**src/rtl/conv_pkg.sv**
```systemverilog
// Shared types and width helpers for the convolution window engine.
package conv_pkg;

    // Kernel load state: nothing loaded, load in progress, full kernel present.
    typedef enum logic [1:0] {
        EMPTY = 2'd0,
        LOAD  = 2'd1,
        READY = 2'd2
    } kstate_e;

    // Width of the full product sum; wide enough that no partial sum can overflow.
    function automatic int sum_width(input int dw, input int kw, input int taps);
        return dw + kw + $clog2(taps);
    endfunction

endpackage

```
**src/rtl/conv_adder_tree.sv**
```systemverilog
// Combinational pairwise adder tree. Leaves are extended to the output width
// (sign- or zero-extended), padded with zeros up to the next power of two,
// and reduced level by level.
module conv_adder_tree #(
    parameter int TAPS   = 9,
    parameter int IW     = 8,
    parameter int OW     = 12,
    parameter int SIGNED = 0
) (
    input  logic [TAPS*IW-1:0] terms,
    output logic [OW-1:0]      sum
);

    localparam int DEPTH  = $clog2(TAPS);
    localparam int LEAVES = 1 << DEPTH;

    genvar gl, gi;
    generate
        for (gl = 0; gl <= DEPTH; gl++) begin : g_lvl
            localparam int N = LEAVES >> gl;
            logic [OW-1:0] row [N];
            for (gi = 0; gi < N; gi++) begin : g_node
                if (gl == 0) begin : g_leaf
                    if (gi < TAPS) begin : g_term
                        if (SIGNED != 0) begin : g_sx
                            assign row[gi] = OW'($signed(terms[gi*IW +: IW]));
                        end else begin : g_zx
                            assign row[gi] = OW'(terms[gi*IW +: IW]);
                        end
                    end else begin : g_pad
                        assign row[gi] = '0;
                    end
                end else begin : g_add
                    assign row[gi] = g_lvl[gl-1].row[2*gi] + g_lvl[gl-1].row[2*gi+1];
                end
            end
        end
    endgenerate

    assign sum = g_lvl[DEPTH].row[0];

endmodule

```
**src/rtl/conv_window_engine.sv**
```systemverilog
// Three-stage K x K convolution engine: registered products, registered
// adder-tree sum, then round/shift/saturate into the output register.
// Serially loaded kernel with a small load FSM; valid/ready on both sides.
module conv_window_engine
    import conv_pkg::*;
#(
    parameter int TAPS   = 9,
    parameter int DW     = 4,
    parameter int KW     = 4,
    parameter int OUT_W  = 8,
    parameter int SHIFT  = 3,
    parameter int SIGNED = 0,
    parameter int ROUND  = 1
) (
    input  logic                 clk,
    input  logic                 rst_n,
    input  logic                 k_start,
    input  logic                 k_wr_en,
    input  logic [KW-1:0]        k_wr_data,
    output logic                 kernel_ok,
    input  logic                 in_valid,
    output logic                 in_ready,
    input  logic [TAPS*DW-1:0]   in_win,
    output logic                 out_valid,
    input  logic                 out_ready,
    output logic [OUT_W-1:0]     out_data,
    output logic                 out_sat
);

    localparam int PW = DW + KW;
    localparam int SW = sum_width(DW, KW, TAPS);
    // Two spare bits so the rounding add can never wrap the sign.
    localparam int RW = SW + 2;
    localparam int CW = (TAPS > 1) ? $clog2(TAPS) : 1;
    localparam logic [CW-1:0] LAST_TAP = CW'(TAPS - 1);

    localparam int SAT_MAX = (SIGNED != 0) ? (2**(OUT_W-1)) - 1 : (2**OUT_W) - 1;
    localparam int SAT_MIN = (SIGNED != 0) ? -(2**(OUT_W-1)) : 0;
    localparam logic signed [RW-1:0] SAT_MAX_V = RW'(SAT_MAX);
    localparam logic signed [RW-1:0] SAT_MIN_V = RW'(SAT_MIN);
    // Half an LSB of the shifted result; zero when SHIFT is 0 or rounding is off.
    localparam logic signed [RW-1:0] RND_V = (ROUND != 0) ? RW'((2**SHIFT) / 2) : '0;

    kstate_e         state_reg, state_next;
    logic [CW-1:0]   cnt_reg, cnt_next;
    logic            kern_we;
    logic [KW-1:0]   kern_reg [TAPS];

    logic                advance, accept;
    logic                v1_reg, v2_reg, out_valid_reg;
    logic [TAPS*PW-1:0]  prod_w, prod_reg;
    logic [SW-1:0]       tree_sum, sum_reg;
    logic [OUT_W-1:0]    out_data_reg, sat_data;
    logic                out_sat_reg, sat_flag;
    logic signed [RW-1:0] sum_ext, rnd_sum, shifted;

    // Kernel FSM state and tap counter.
    always_ff @(posedge clk or negedge rst_n) begin
        if (!rst_n) begin
            state_reg <= EMPTY;
            cnt_reg   <= '0;
        end else begin
            state_reg <= state_next;
            cnt_reg   <= cnt_next;
        end
    end

    // Next-state: k_start wins over a same-cycle write; writes only count in LOAD.
    always_comb begin
        state_next = state_reg;
        cnt_next   = cnt_reg;
        kern_we    = 1'b0;
        if (k_start) begin
            state_next = LOAD;
            cnt_next   = '0;
        end else if (state_reg == LOAD && k_wr_en) begin
            kern_we = 1'b1;
            if (cnt_reg == LAST_TAP) begin
                state_next = READY;
                cnt_next   = '0;
            end else begin
                cnt_next = cnt_reg + CW'(1);
            end
        end
    end

    // Coefficient registers, written in tap order during a load.
    always_ff @(posedge clk or negedge rst_n) begin
        if (!rst_n) begin
            for (int i = 0; i < TAPS; i++) kern_reg[i] <= '0;
        end else begin
            for (int i = 0; i < TAPS; i++) begin
                if (kern_we && cnt_reg == CW'(i)) kern_reg[i] <= k_wr_data;
            end
        end
    end

    assign kernel_ok = (state_reg == READY);
    assign advance   = !out_valid_reg || out_ready;
    assign in_ready  = advance && kernel_ok;
    assign accept    = in_valid && in_ready;

    // Per-tap multipliers; operands extended to the product width first.
    genvar gi;
    generate
        for (gi = 0; gi < TAPS; gi++) begin : g_mul
            logic [PW-1:0] pix_ext, coef_ext;
            if (SIGNED != 0) begin : g_s
                assign pix_ext  = PW'($signed(in_win[gi*DW +: DW]));
                assign coef_ext = PW'($signed(kern_reg[gi]));
            end else begin : g_u
                assign pix_ext  = PW'(in_win[gi*DW +: DW]);
                assign coef_ext = PW'(kern_reg[gi]);
            end
            assign prod_w[gi*PW +: PW] = pix_ext * coef_ext;
        end
    endgenerate

    conv_adder_tree #(
        .TAPS   (TAPS),
        .IW     (PW),
        .OW     (SW),
        .SIGNED (SIGNED)
    ) u_tree (
        .terms (prod_reg),
        .sum   (tree_sum)
    );

    // Round, shift and clip the registered sum.
    always_comb begin
        if (SIGNED != 0) sum_ext = RW'($signed(sum_reg));
        else             sum_ext = RW'({1'b0, sum_reg});
        rnd_sum  = sum_ext + RND_V;
        shifted  = rnd_sum >>> SHIFT;
        sat_flag = 1'b0;
        sat_data = shifted[OUT_W-1:0];
        if (shifted > SAT_MAX_V) begin
            sat_flag = 1'b1;
            sat_data = SAT_MAX_V[OUT_W-1:0];
        end else if (shifted < SAT_MIN_V) begin
            sat_flag = 1'b1;
            sat_data = SAT_MIN_V[OUT_W-1:0];
        end
    end

    // Pipeline: every stage moves on advance; data only loads behind a valid.
    always_ff @(posedge clk or negedge rst_n) begin
        if (!rst_n) begin
            v1_reg        <= 1'b0;
            v2_reg        <= 1'b0;
            out_valid_reg <= 1'b0;
            prod_reg      <= '0;
            sum_reg       <= '0;
            out_data_reg  <= '0;
            out_sat_reg   <= 1'b0;
        end else if (advance) begin
            v1_reg        <= accept;
            v2_reg        <= v1_reg;
            out_valid_reg <= v2_reg;
            if (accept) prod_reg <= prod_w;
            if (v1_reg) sum_reg  <= tree_sum;
            if (v2_reg) begin
                out_data_reg <= sat_data;
                out_sat_reg  <= sat_flag;
            end
        end
    end

    assign out_valid = out_valid_reg;
    assign out_data  = out_data_reg;
    assign out_sat   = out_sat_reg;

endmodule

```
**config.mk**
```make
export PLATFORM = sky130hd
export DESIGN_NAME = conv_window_engine
export DESIGN_NICKNAME = d
export VERILOG_FILES = /design/src/rtl/conv_pkg.sv /design/src/rtl/conv_adder_tree.sv /design/src/rtl/conv_window_engine.sv
export SDC_FILE = /design/constraint.sdc
export NUM_CORES = 1
export LEC_CHECK = 0
export BUFFER_PORTS_ARGS = -buffer_cell sky130_fd_sc_hd__buf_4
export CELL_PAD_IN_SITES_DETAIL_PLACEMENT = 0
export CELL_PAD_IN_SITES_GLOBAL_PLACEMENT = 1
export CORE_MARGIN = 5
export CORE_UTILIZATION = 45
export CTS_CLUSTER_DIAMETER = 80
export CTS_CLUSTER_SIZE = 25
export DETAILED_ROUTE_END_ITERATION = 8
export GPL_TIMING_DRIVEN = 0
export PLACE_DENSITY = 0.86
export SLEW_MARGIN = 20
export SYNTH_ARGS = -nofsm -noshare
export SYNTH_HDL_FRONTEND = slang
export SYNTH_SLANG_ARGS = --single-unit
```
**constraint.sdc**
```tcl
create_clock -name clk -period 4.8 [get_ports clk]
set_clock_uncertainty 0.1 [all_clocks]
set_input_delay 0.96 -clock clk [delete_from_list [all_inputs] [get_ports clk]]
set_output_delay 0.96 -clock clk [all_outputs]
set_load 0.01 [all_outputs]
```
After elaboration in Yosys (flattened, before gate mapping)
Cells that the tools add are included.
{ "word_totals": {"elab_cells": 82, "inputBits": 46, "reg_bits": 138} }
{ "op_classes": {"n_reduce_logical": 21, "add_sub_neg": 10, "multipliers": 9, "magnitude_cmp": 2, "eq_ne": 10, "n_mux": 12} }
{ "op_table": {"columns": ["op", "count"], "rows": [
  ["4-bit by 4-bit multiplier with 8-bit output", 9],
  ["12-bit adder", 3],
  ["8-bit by 8-bit adder with 9-bit output", 4],
  ["4-bit by 3-bit equality test with 1-bit output (second input constant)", 4],
  ["8-bit two-way mux", 2],
  ["12-bit by 3-bit adder with 13-bit output (second input constant)", 1],
  ["12-bit by 8-bit adder with 12-bit output", 1],
  ["1-bit logical AND", 12],
  ["4-bit two-way mux", 3],
  ["10-bit by 8-bit > comparator with 1-bit output (second input constant)", 1],
  ["10-bit by 1-bit < comparator with 1-bit output (second input constant)", 1],
  ["4-bit by 2-bit equality test with 1-bit output (second input constant)", 2],
  ["2-bit AND reduction", 4],
  ["2-bit two-way mux", 3],
  ["4-bit by 1-bit adder with 4-bit output (second input constant)", 1],
  ["4-bit by 1-bit equality test with 1-bit output (second input constant)", 1],
  ["4-bit equality test (second input constant)", 1],
  ["4-bit zero test", 1],
  ["1-bit two-way mux", 4],
  ["2-bit nonzero test", 2],
  ["2-bit by 1-bit equality test with 1-bit output (second input constant)", 1],
  ["2-bit equality test (second input constant)", 1],
  ["1-bit zero test", 1],
  ["1-bit logical OR", 1]
]} }

Logic depth before layout (Yosys ltp)
{ "depth": {"ltp_word": 5, "depth_mapped": 18, "mapped_depth_nobuf": 18} }

Hierarchy
A second synthesis with hierarchy kept.
{ "unflattened": {"hier_cells": 1195, "hier_area_um2": 11392.2} }
{ "by_module_without_submodules": {"columns": ["mod", "cells_each", "seq_area_each_um2", "area_per_inst_um2", "n_inst"], "rows": [
  ["conv_window_engine", 936, 3403.3, 9243.9, 1],
  ["conv_adder_tree", 259, 0.0, 2148.3, 1]
]} }

Worst setup path before layout
No wires, ideal clock.
{ "synth_path": {"path_kind": "register to register", "from": "register prod_reg[48]", "to": "register sum_reg[10]", "setup_ns": 0.095, "arrival_ns": 4.533, "path_stages_with_launch": 19, "setup_slack_ns": 0.072, "n_path_buf": 0, "path_cell_list": "dfrtp_1 ha_1 fa_1 a21o_1 a21oi_1 o21ai_0 nor2_1 xnor2_1 fa_1 fa_1 inv_1 fa_1 inv_1 ha_1 and4_1 a2bb2oi_1 a21oi_1 o21a_1 o31ai_1"} }
{ "synth_between": {"elab_chain_cells": 4} }
{ "synth_rtl": {"columns": ["item", "line_no", "source"], "rows": [
  ["from (decl)", "conv_window_engine.sv:51", "logic [TAPS*PW-1:0] prod_w, prod_reg;"],
  ["from (signal assigned)", "conv_window_engine.sv:160", "if (accept) prod_reg <= prod_w;"],
  ["8-bit by 8-bit adder with 9-bit output", "conv_adder_tree.sv:34", "assign row[gi] = g_lvl[gl-1].row[2*gi] + g_lvl[gl-1].row[2*gi+1];"],
  ["12-bit adder (2 in a row)", "conv_adder_tree.sv:34", null],
  ["12-bit by 8-bit adder with 12-bit output", "conv_adder_tree.sv:34", null],
  ["to (signal assigned)", "conv_window_engine.sv:161", "if (v1_reg) sum_reg <= tree_sum;"],
  ["to (decl)", "conv_window_engine.sv:52", "logic [SW-1:0] tree_sum, sum_reg;"]
]} }
Every way passes these cells.
A chain may end at the register's enable or synchronous reset.

Worst setup path after layout
{ "layout_path": {"from": "register prod_reg[40]", "to": "register sum_reg[10]"} }
The elaborated chain is that of the path after synthesis.

==> metrics.log <==
[metrics] number of setup violations in the final report: 0
[metrics] overall fraction of global-route tracks in use: 17.4%
[metrics] P per Cell Area: 246 nW/um^2
[metrics] endpoint of the lowest-slack register-to-register path: sum_reg[10]$_DFFE_PN0P_
[metrics] unrepaired setup endpoints after global routing: true
[metrics] actual slew at the worst max-slew pin: 0.568 ns
[metrics] startpoint type of the worst setup path: register
[metrics] clock-pin slew of the registers on the worst-case setup and hold paths: 0.06 ns
[metrics] result of the run: complete, no violations
[metrics] final critical path time including I/O delays and setup: 4.59 ns
[metrics] Hold Violations, Final: 0
[metrics] detailed-routing iteration count for the pre-antenna-repair pass: 5
[metrics] Die Span X: 167 um
[metrics] die footprint: 28000 um^2
[metrics] area of the core: 24400 um^2
[metrics] final count of pins violating max slew: 0
[metrics] kind of critical path: register to register
[metrics] number of synthesis warnings: 0
[metrics] filler cell count in the final layout: 2227
[metrics] Worst Reg-to-Reg Cells: 18
[metrics] maximum buffer depth of the clock tree: 2
[metrics] Syn Area/Cell: 9.77 um^2
[metrics] area share of the largest cell type after synthesis: 30.5%
[metrics] met3 wire len: 791 um
[metrics] most common cell after layout, fill and taps aside: nand2_1
[metrics] CTS tree: yes
[metrics] dpl cells: 1523
[metrics] Clock Sinks: 136
[metrics] worst-case register-to-register setup slack: 0.21 ns
[metrics] number of buffers added by the clock tree synthesis step: 17
[metrics] n_diodes: 0
[metrics] length of routed met2 wiring: 11100 um
[metrics] Leak Pwr: 6.69 nW
[metrics] source of the worst register-to-register timing path: prod_reg[40]$_DFFE_PN0P_
[metrics] fraction of final layout cells with drive strength greater than 1: 16.2%
[metrics] number of flip-flops under the largest register name: 72
[metrics] area of the multi-input gates: 7450 um^2
[metrics] initial standard-cell utilization of the core: 45.8%
[metrics] flip-flop cell with the highest count after synthesis: dfrtp_1
[metrics] cells taking the most area after synthesis: dfrtp_1 30%, ha_1 17%, fa_1 12%
[metrics] number of buffers and inverters on the critical path: 2
[metrics] Max FO, Critical Path: 3
[metrics] cell seen most often among critical-path stages: fa_1
[metrics] Max Cap Violations: 0
[metrics] largest net degree at the start of global routing: 75
[metrics] routed wire length per instance: 15.0 um
[metrics] worst-path cell with the longest stage delay: fa_1
[metrics] via density per instance: 5.06
[metrics] root cell of the clock tree: clkbuf_16
[metrics] standard-cell row count: 57
[metrics] antenna violations before repair: 0
[metrics] post-synthesis register bit count: 136
[metrics] wire length reported by the detailed router: 23300 um
[metrics] Final Total Pwr: 3.15 mW
[metrics] delay-heaviest family, CP: adder cells
[metrics] CTS H-tree depth: 4
[metrics] net count after synthesis: 1409
[metrics] relative max-transition margin: 61.9%
[metrics] critical path endpoint category: register
[metrics] longest individual stage delay on the worst path: 0.54 ns
[metrics] count of unresolved DRC violations after routing: 0
[metrics] number of nets with antenna violations after routing: 0
[metrics] final net count: 1489
[metrics] port buffer count: 56
[metrics] ordered cell list for the critical path: ha_2 > fa_2 > a21o_1 > a21oi_2 > o21ai_2 > nor2_2 > xnor2_2 > fa_1 > fa_1 > inv_1 > fa_1 > inv_2 > ha_4 > and4_4 > o211ai_1 > a21oi_2 > nor3_1 > o31ai_2
[metrics] Final period util: 95.6%
[metrics] total stage count of the critical path: 18
[metrics] Final Instance Count excl. Fillers: 1558
[metrics] first-pass GRT wire length: 39800 um
[metrics] number of enable-type register cells in the synthesized netlist: 0
[metrics] register area: 3400 um^2
[metrics] detailed router's first-iteration violation count: 260
[metrics] M1 wire length: 11300 um
[metrics] GRT Residual Overflow: 0
[metrics] Synth async-reset ratio: 100%
[metrics] worst skew pair latency: 0.43 ns
[metrics] area of the mapped netlist: 11200 um^2
[metrics] uppermost layer routed: met4
[metrics] Vert. Die Dim: 167 um
[metrics] count of unique library cells instantiated by Yosys: 46
[metrics] routed vias: 7888
[metrics] via count of the first global-routing pass: 8096
[metrics] worst path arrival time: 4.83 ns
[metrics] worst min path class: primary input to async pin
[metrics] Syn Inst Count: 1142
[metrics] Max Fclk: 218 MHz
[metrics] # IOs: 58
[metrics] required arrival time at the worst endpoint: 5.04 ns
[metrics] final cell utilization of the core: 52.5%
[metrics] HPWL after detailed placement: 18200 um
[metrics] share of the yosys chip area belonging to registers: 30.5%
[metrics] largest area contributor in the netlist: dfrtp_1
[metrics] gpl congestion: 0.828
[metrics] commonest cells after routing, fill and taps aside: 168 x nand2_1, 151 x ha_1, 136 x dfrtp_1
[metrics] area growth from synthesis to layout: 14.8%
[metrics] VDD IR-drop max: 0.000189 V
## area by class of cell
type                            count  area share [%]
Multi-Input combinational cell    881            58.2
Sequential cell                   136            26.6
Timing Repair Buffer               61            3.79
Clock buffer                       21            3.60
Inverter                          108            3.17
Tap cell                          324            3.17
Clock inverter                     10           0.957
Buffer                             17           0.557
## metal layers
layer | GRT usage, % | vias to the layer above
met3 | 3.32 | 16
met2 | 28.0 | 93
met5 | 0 | -
li1 | - | 3986
met1 | 24.5 | 3793
met4 | 3.85 | 0
## cell usage after synthesis (2+ instances only)
cell	number
nand2_1	168
ha_1	156
dfrtp_1	136
inv_1	107
and2_1	91
o21ai_0	82
fa_1	65
a21oi_1	63
mux2_2	59
xnor2_1	38
nor2_1	35
xor2_1	33
nor3_1	13
a21o_1	11
clkbuf_1	11
nand3_1	9
buf_2	6
o21a_1	5
o41ai_1	5
mux2_4	4
o21bai_1	4
a31oi_1	3
nand2b_1	3
nand4_1	3
o211ai_1	3
o31ai_1	3
or2_2	3
a211oi_1	2
and4_1	2
nand3b_1	2
nor2b_1	2
## where the power goes
part / leakage (nW) / internal (mW) / switching [mW]
combinational: 4.57 / 0.280 / 0.321
clock: 0.264 / 0.790 / 0.514
sequential: 1.86 / 1.19 / 0.0497
total: 6.69 / 2.26 / 0.884
## timing repair
| item | in CTS | in global routing |
|---|---|---|
| pin swaps | 7 | 19 |
| buffers inserted | 1 | 3 |
| hold buffers | 0 | 0 |
| setup endpoints to repair | 5 | 5 |
| gates resized for setup | 13 | 25 |
## through the flow
step           cell area (um^2)  hold WS (ns)  setup WS, ns   TNS, ns
2_1_floorplan             11200         0.346        0.0719         0
3_3_place_gp              12000         0.361        -0.267    -0.432
3_5_place_dp              12000         0.370        -0.323    -0.630
4_1_cts                   12700         0.376      -0.00579  -0.00579
5_1_grt                   12800         0.398       -0.0577   -0.0635
6_report                  12800         0.364         0.213         0
## cells by family after synthesis
group | after synthesis | share of synthesized area [%]
xor gates and xnor gates | 71 | 5.57
AOI/OAI and AO/OA | 187 | 9.40
buffers and inverters | 125 | 4.27
adders and majority gates | 221 | 29.2
DFF | 136 | 30.5
muxes | 64 | 6.58
and+or+nand+nor | 338 | 14.5
## how the worst max path moves through the flow
stage,from,endpoint,slack [ns]
global placement,prod_reg[56]$_DFFE_PN0P_,sum_reg[10]$_DFFE_PN0P_,-0.27
CTS,prod_reg[40]$_DFFE_PN0P_,sum_reg[10]$_DFFE_PN0P_,-0.006
finish,prod_reg[40]$_DFFE_PN0P_,sum_reg[10]$_DFFE_PN0P_,0.21
floorplan,prod_reg[48]$_DFFE_PN0P_,sum_reg[10]$_DFFE_PN0P_,0.07
global route,prod_reg[56]$_DFFE_PN0P_,sum_reg[10]$_DFFE_PN0P_,-0.06
detailed placement,prod_reg[40]$_DFFE_PN0P_,sum_reg[10]$_DFFE_PN0P_,-0.32
Power figures use the tool's default switching activity.
